==> config.mk <==
export PLATFORM = sky130hd
export DESIGN_NAME = lcd_char_driver
export DESIGN_NICKNAME = d
export VERILOG_FILES = /design/src/rtl/lcd_char_driver.sv
export SDC_FILE = /design/constraint.sdc
export NUM_CORES = 1
export LEC_CHECK = 0
export BUFFER_PORTS_ARGS = -buffer_cell sky130_fd_sc_hd__buf_2
export CAP_MARGIN = 25
export CORE_MARGIN = 2
export CORE_UTILIZATION = 59
export DETAILED_ROUTE_END_ITERATION = 6
export PLACE_DENSITY = 0.88
export SLEW_MARGIN = 20
export SYNTH_ARGS = -nofsm -noshare
export SYNTH_HDL_FRONTEND = slang
export SYNTH_SLANG_ARGS = --single-unit
==> constraint.sdc <==
create_clock -name CLK -period 2.88 [get_ports CLK]
set_input_delay 0.144 -clock CLK [delete_from_list [all_inputs] [get_ports CLK]]
set_output_delay 0.144 -clock CLK [all_outputs]
set_load 0.02 [all_outputs]
==> src/rtl/lcd_char_driver.sv <==
// HD44780 2x16 character LCD driver: power-up wait, init command sequence, then
// endless line 1 / line 2 refresh with characters fetched from an upstream generator.
module lcd_char_driver #(
    parameter int unsigned POWERUP_CYCLES = 40,
    parameter int unsigned E_WIDTH        = 2,
    parameter int unsigned CMD_GAP        = 4,
    parameter int unsigned CLEAR_GAP      = 80,
    parameter int unsigned LINE_LEN       = 16
) (
    input  logic       CLK,
    input  logic       RESETN,
    input  logic [7:0] CHAR_DATA,
    output logic       CHAR_ENABLE,
    output logic       LCD_E,
    output logic       LCD_RS,
    output logic       LCD_RW,
    output logic [7:0] LCD_DATA,
    output logic       INIT_DONE
);

    localparam int unsigned TW = 16;

    typedef enum logic [1:0] {POWERUP, INIT, SET_ADDR, WRITE_CHAR} state_t;
    typedef enum logic [1:0] {SETUP, PULSE, HOLD, GAP} phase_t;

    state_t          state_q, state_n;
    phase_t          phase_q, phase_n;
    logic [TW-1:0]   tcnt_q, tcnt_n, gap_len;
    logic [1:0]      step_q, step_n;
    logic [5:0]      ccnt_q, ccnt_n;
    logic            line_q, line_n;
    logic [7:0]      data_q, data_n;
    logic            rs_q, rs_n;
    logic            e_q, e_n;
    logic            ce_q, ce_n;
    logic            done_q, done_n;

    function automatic logic [7:0] init_cmd(input logic [1:0] s);
        case (s)
            2'd0:    init_cmd = 8'h38;
            2'd1:    init_cmd = 8'h0C;
            2'd2:    init_cmd = 8'h06;
            default: init_cmd = 8'h01;
        endcase
    endfunction

    always_comb begin
        state_n = state_q;
        phase_n = phase_q;
        tcnt_n  = tcnt_q;
        step_n  = step_q;
        ccnt_n  = ccnt_q;
        line_n  = line_q;
        data_n  = data_q;
        rs_n    = rs_q;
        done_n  = done_q;
        e_n     = 1'b0;
        ce_n    = 1'b0;
        gap_len = (state_q == INIT && step_q == 2'd3) ? TW'(CLEAR_GAP) : TW'(CMD_GAP);

        if (state_q == POWERUP) begin
            if (tcnt_q == TW'(POWERUP_CYCLES)) begin
                state_n = INIT;
                phase_n = SETUP;
                tcnt_n  = '0;
                step_n  = 2'd0;
                data_n  = init_cmd(2'd0);
                rs_n    = 1'b0;
            end else begin
                tcnt_n = tcnt_q + 16'd1;
            end
        end else begin
            case (phase_q)
                SETUP: begin
                    phase_n = PULSE;
                    tcnt_n  = 16'd1;
                    e_n     = 1'b1;
                    ce_n    = (state_q == WRITE_CHAR);
                end
                PULSE: begin
                    if (tcnt_q == TW'(E_WIDTH)) begin
                        phase_n = HOLD;
                    end else begin
                        tcnt_n = tcnt_q + 16'd1;
                        e_n    = 1'b1;
                    end
                end
                HOLD: begin
                    phase_n = GAP;
                    tcnt_n  = 16'd1;
                end
                default: begin
                    if (tcnt_q == gap_len) begin
                        // Gap end is where the next write's RS/DATA are chosen and latched.
                        phase_n = SETUP;
                        tcnt_n  = '0;
                        case (state_q)
                            INIT: begin
                                if (step_q == 2'd3) begin
                                    state_n = SET_ADDR;
                                    data_n  = 8'h80;
                                    rs_n    = 1'b0;
                                    done_n  = 1'b1;
                                    ccnt_n  = '0;
                                end else begin
                                    step_n = step_q + 2'd1;
                                    data_n = init_cmd(step_q + 2'd1);
                                end
                            end
                            SET_ADDR: begin
                                state_n = WRITE_CHAR;
                                ccnt_n  = '0;
                                data_n  = CHAR_DATA;
                                rs_n    = 1'b1;
                            end
                            WRITE_CHAR: begin
                                if (ccnt_q == 6'(LINE_LEN - 1)) begin
                                    state_n = SET_ADDR;
                                    line_n  = ~line_q;
                                    data_n  = line_q ? 8'h80 : 8'hC0;
                                    rs_n    = 1'b0;
                                    ccnt_n  = '0;
                                end else begin
                                    ccnt_n = ccnt_q + 6'd1;
                                    data_n = CHAR_DATA;
                                end
                            end
                            default: ;
                        endcase
                    end else begin
                        tcnt_n = tcnt_q + 16'd1;
                    end
                end
            endcase
        end
    end

    always_ff @(posedge CLK or negedge RESETN) begin
        if (!RESETN) begin
            state_q <= POWERUP;
            phase_q <= SETUP;
            tcnt_q  <= '0;
            step_q  <= '0;
            ccnt_q  <= '0;
            line_q  <= 1'b0;
            data_q  <= '0;
            rs_q    <= 1'b0;
            e_q     <= 1'b0;
            ce_q    <= 1'b0;
            done_q  <= 1'b0;
        end else begin
            state_q <= state_n;
            phase_q <= phase_n;
            tcnt_q  <= tcnt_n;
            step_q  <= step_n;
            ccnt_q  <= ccnt_n;
            line_q  <= line_n;
            data_q  <= data_n;
            rs_q    <= rs_n;
            e_q     <= e_n;
            ce_q    <= ce_n;
            done_q  <= done_n;
        end
    end

    assign CHAR_ENABLE = ce_q;
    assign LCD_E       = e_q;
    assign LCD_RS      = rs_q;
    assign LCD_RW      = 1'b0;
    assign LCD_DATA    = data_q;
    assign INIT_DONE   = done_q;

endmodule
==> results.txt <==
Final nets -> 289
Post-synth EDFFs -> 0
later-pin clock latency in the skew report -> 0.30 ns
maximum root-to-sink buffer count -> 2
most common cell after layout, fill and taps aside -> dfrtp_1
most frequent cells in the layout -> dfrtp_1, nor2_1, buf_2
Gate power share -> 0.023
Clk network pwr share -> 0.444
chip height -> 68.46 µm
Ant. Diodes -> 0
Final Skew -> 0.009457 ns
routability cong. -> 0.8049
Synth cell types -> 56
yosys warns -> 0
TritonRoute pass-1 iters -> 5
TritonCTS clock tree -> built
CP max FO -> 8
Slew Limit Fails -> 0
Fin. Hold Viols -> 0
fin util -> 0.6828
Die W -> 68.46 µm
total wire length -> 5.027 mm
clk sinks -> 41
Min Hold Slack -> 0.1513 ns
setup bufs post-CTS -> 0
CTS H-tree depth -> 2
main combinational cell family by area after synthesis -> simple AND/OR/NAND/NOR gates
DRC -> 0
minimum clock period -> 2.508 ns
Seq/Total Area, Yosys -> 0.4186
Worst EP required -> 3.06 ns
GR Util All Layers -> 0.2386
Setup CP Type -> flip-flop to flip-flop
DR vias -> 1,887
leak pwr -> 1.270 nW
Mapped Nets -> 266
I/O pin cnt -> 23
total CTS buffers -> 5
switch share -> 0.1968
P per Cell Area -> 395.5 nW/µm²
setup violators final -> 0
Seq cells post-synth -> 41
final setup TNS -> 0 ns
Routed wire per std cell -> 15.81 µm
Synth Area in Compound Gates -> 0.1261
ANT nets after route -> 0
CP startpoint kind -> flip-flop
f_max -> 398.7 MHz
Detail Placement HPWL -> 3.588 mm
first-pass GRT wire length -> 8.362 mm
outcome -> finished, final reports clean
Flop pwr share -> 0.532
Final period util -> 0.8709
port bufs -> 21
Synth Area in Simple Gates -> 0.2169
layout cells sized above 1 -> 0.2090
adder-cell share of the synthesized area -> 0.06126
Peak VDD IR -> 0.2903 mV
Die ar. -> 4686 µm²
Core Area -> 4000 µm²
Synth Area per Inst -> 10.05 µm²
Crit. End Element -> flip-flop
Psw -> 0.2126 mW
Post-synth top flop -> dfrtp_1
drt via density -> 5.934
GRT Residual Overflow -> 0
mux contribution to synthesized area -> 0.07249
row cnt -> 23
unrepaired setup endpoints after global routing -> no
Slew @ Worst Pin -> 0.6582 ns
Slew headroom -> 0.5596
max_cap viols -> 0
Area growth, synth to finish -> 11.43%
Post-Syn Area -> 2451 µm²
clock root cell -> clkbuf_8
initial antenna violation count -> 0
Initial Util -> 0.6128
Syn Inst Count -> 244
initial detailed-routing violation count -> 156
largest net degree at the start of global routing -> 42
XOR/XNOR Fraction of Synth Area -> 0.05717
clock slew at reported path FFs -> 0.08 ns
vias in the first global route -> 1,879
Worst Path Arrival -> 2.69 ns
HP Class -> input port to flip-flop
Pint -> 0.8676 mW
asr flop ratio synth -> 1.000
flip-flops by register name, indices dropped and copies added (netlist names):
register	flops
tcnt_q	16
CHAR_ENABLE	1
ccnt_q	6
line_q	1
INIT_DONE	1
step_q	2
phase_q	2
LCD_DATA	8
state_q	2
LCD_E	1
LCD_RS	1
power by group through the flow:
stage | sequential [mW] | clock (mW) | combinational (mW)
floorplan | 0.587 | 0 | 0.00362
global placement | 0.587 | 0 | 0.0196
detailed placement | 0.587 | 0 | 0.0201
CTS | 0.575 | 0.486 | 0.0201
global route | 0.575 | 0.506 | 0.0290
finish | 0.575 | 0.480 | 0.0250
path summary, 6_finish.rpt:
| kind | start | slack, ns | to | depth (start not counted) |
|---|---|---|---|---|
| hold / removal | CHAR_DATA[7] | 0.15 | LCD_DATA[7] | 3 |
| setup / recovery | tcnt_q[0] | 0.37 | LCD_DATA[0] | 7 |
| min in group asynchronous | RESETN | 0.32 | tcnt_q[15] | 2 |
| max in group asynchronous | RESETN | 2.09 | step_q[0] | 3 |
| setup reg to reg | tcnt_q[0] | 0.37 | LCD_DATA[0] | 7 |
| hold reg to reg | line_q | 0.48 | line_q | 1 |
critical path, cell delays in order, from the launching register on:
cell,delay [ns]
dfrtp_1,0.43
inv_1,0.12
ha_1,0.17
or3b_2,0.50
nor4_4,0.25
nand3_2,0.20
o21ai_4,0.33
mux2_2,0.39
synthesized netlist by cell type, drive strengths merged (3+ instances only):
cell    number  area share
nand3       11       0.025
and3         7       0.018
nor4         3       0.022
nor2        26       0.040
xor2         8       0.029
dfrtp       41        0.42
nand2       16       0.025
a22o         5       0.019
o31ai        4       0.012
or3          3      0.0077
o21ai       12       0.029
nor3         5       0.010
ha          12       0.061
inv         15       0.023
mux2i        8       0.034
clkbuf       6       0.013
buf          3      0.0097
nand4        7       0.020
xnor2        8       0.029
a21oi        6       0.017
mux2         8       0.038
per-layer routing:
layer / GRT usage / up-vias / part of all wire
met2: 0.4038 / 45 / 0.49
met5: 0 / - / 0
met1: 0.3022 / 929 / 0.45
met3: 0.04605 / 12 / 0.034
met4: 0.08500 / 0 / 0.021
li1: - / 901 / -
through the flow:
| stage | instance area (µm²) | worst slack [ns] | power [mW] | cells |
|---|---|---|---|---|
| after global routing | 2731 | 0.2702 | 1.110 | 318 |
| after floorplan | 2451 | 0.6790 | 0.5904 | 244 |
| after global placement | 2577 | 0.5183 | 0.6062 | 308 |
| final | 2731 | 0.3718 | 1.080 | 318 |
| after detailed placement | 2577 | 0.4188 | 0.6067 | 308 |
| after CTS | 2694 | 0.3868 | 1.081 | 316 |
cells by family after synthesis:
group,after synthesis
flops,41
fa+ha+maj,12
simple gates,93
buf+inv,24
mux,16
other cells,1
compound gates,41
xor+xnor,16
what timing repair did:
action	in CTS	in global routing
hold buffers	0	1
gates resized for setup	0	0
endpoints found under the hold margin	0	18
layout make-up:
class | instances | area, µm²
Clock buffer | 7 | 86.33
Timing Repair Buffer | 25 | 157.7
Clock inverter | 1 | 30.03
Fill cell | 281 | 1269
Inverter | 15 | 56.30
Tap cell | 50 | 62.56
Multi-Input combinational cell | 179 | 1313
Sequential cell | 41 | 1026
(Power assumes the default switching activity.)
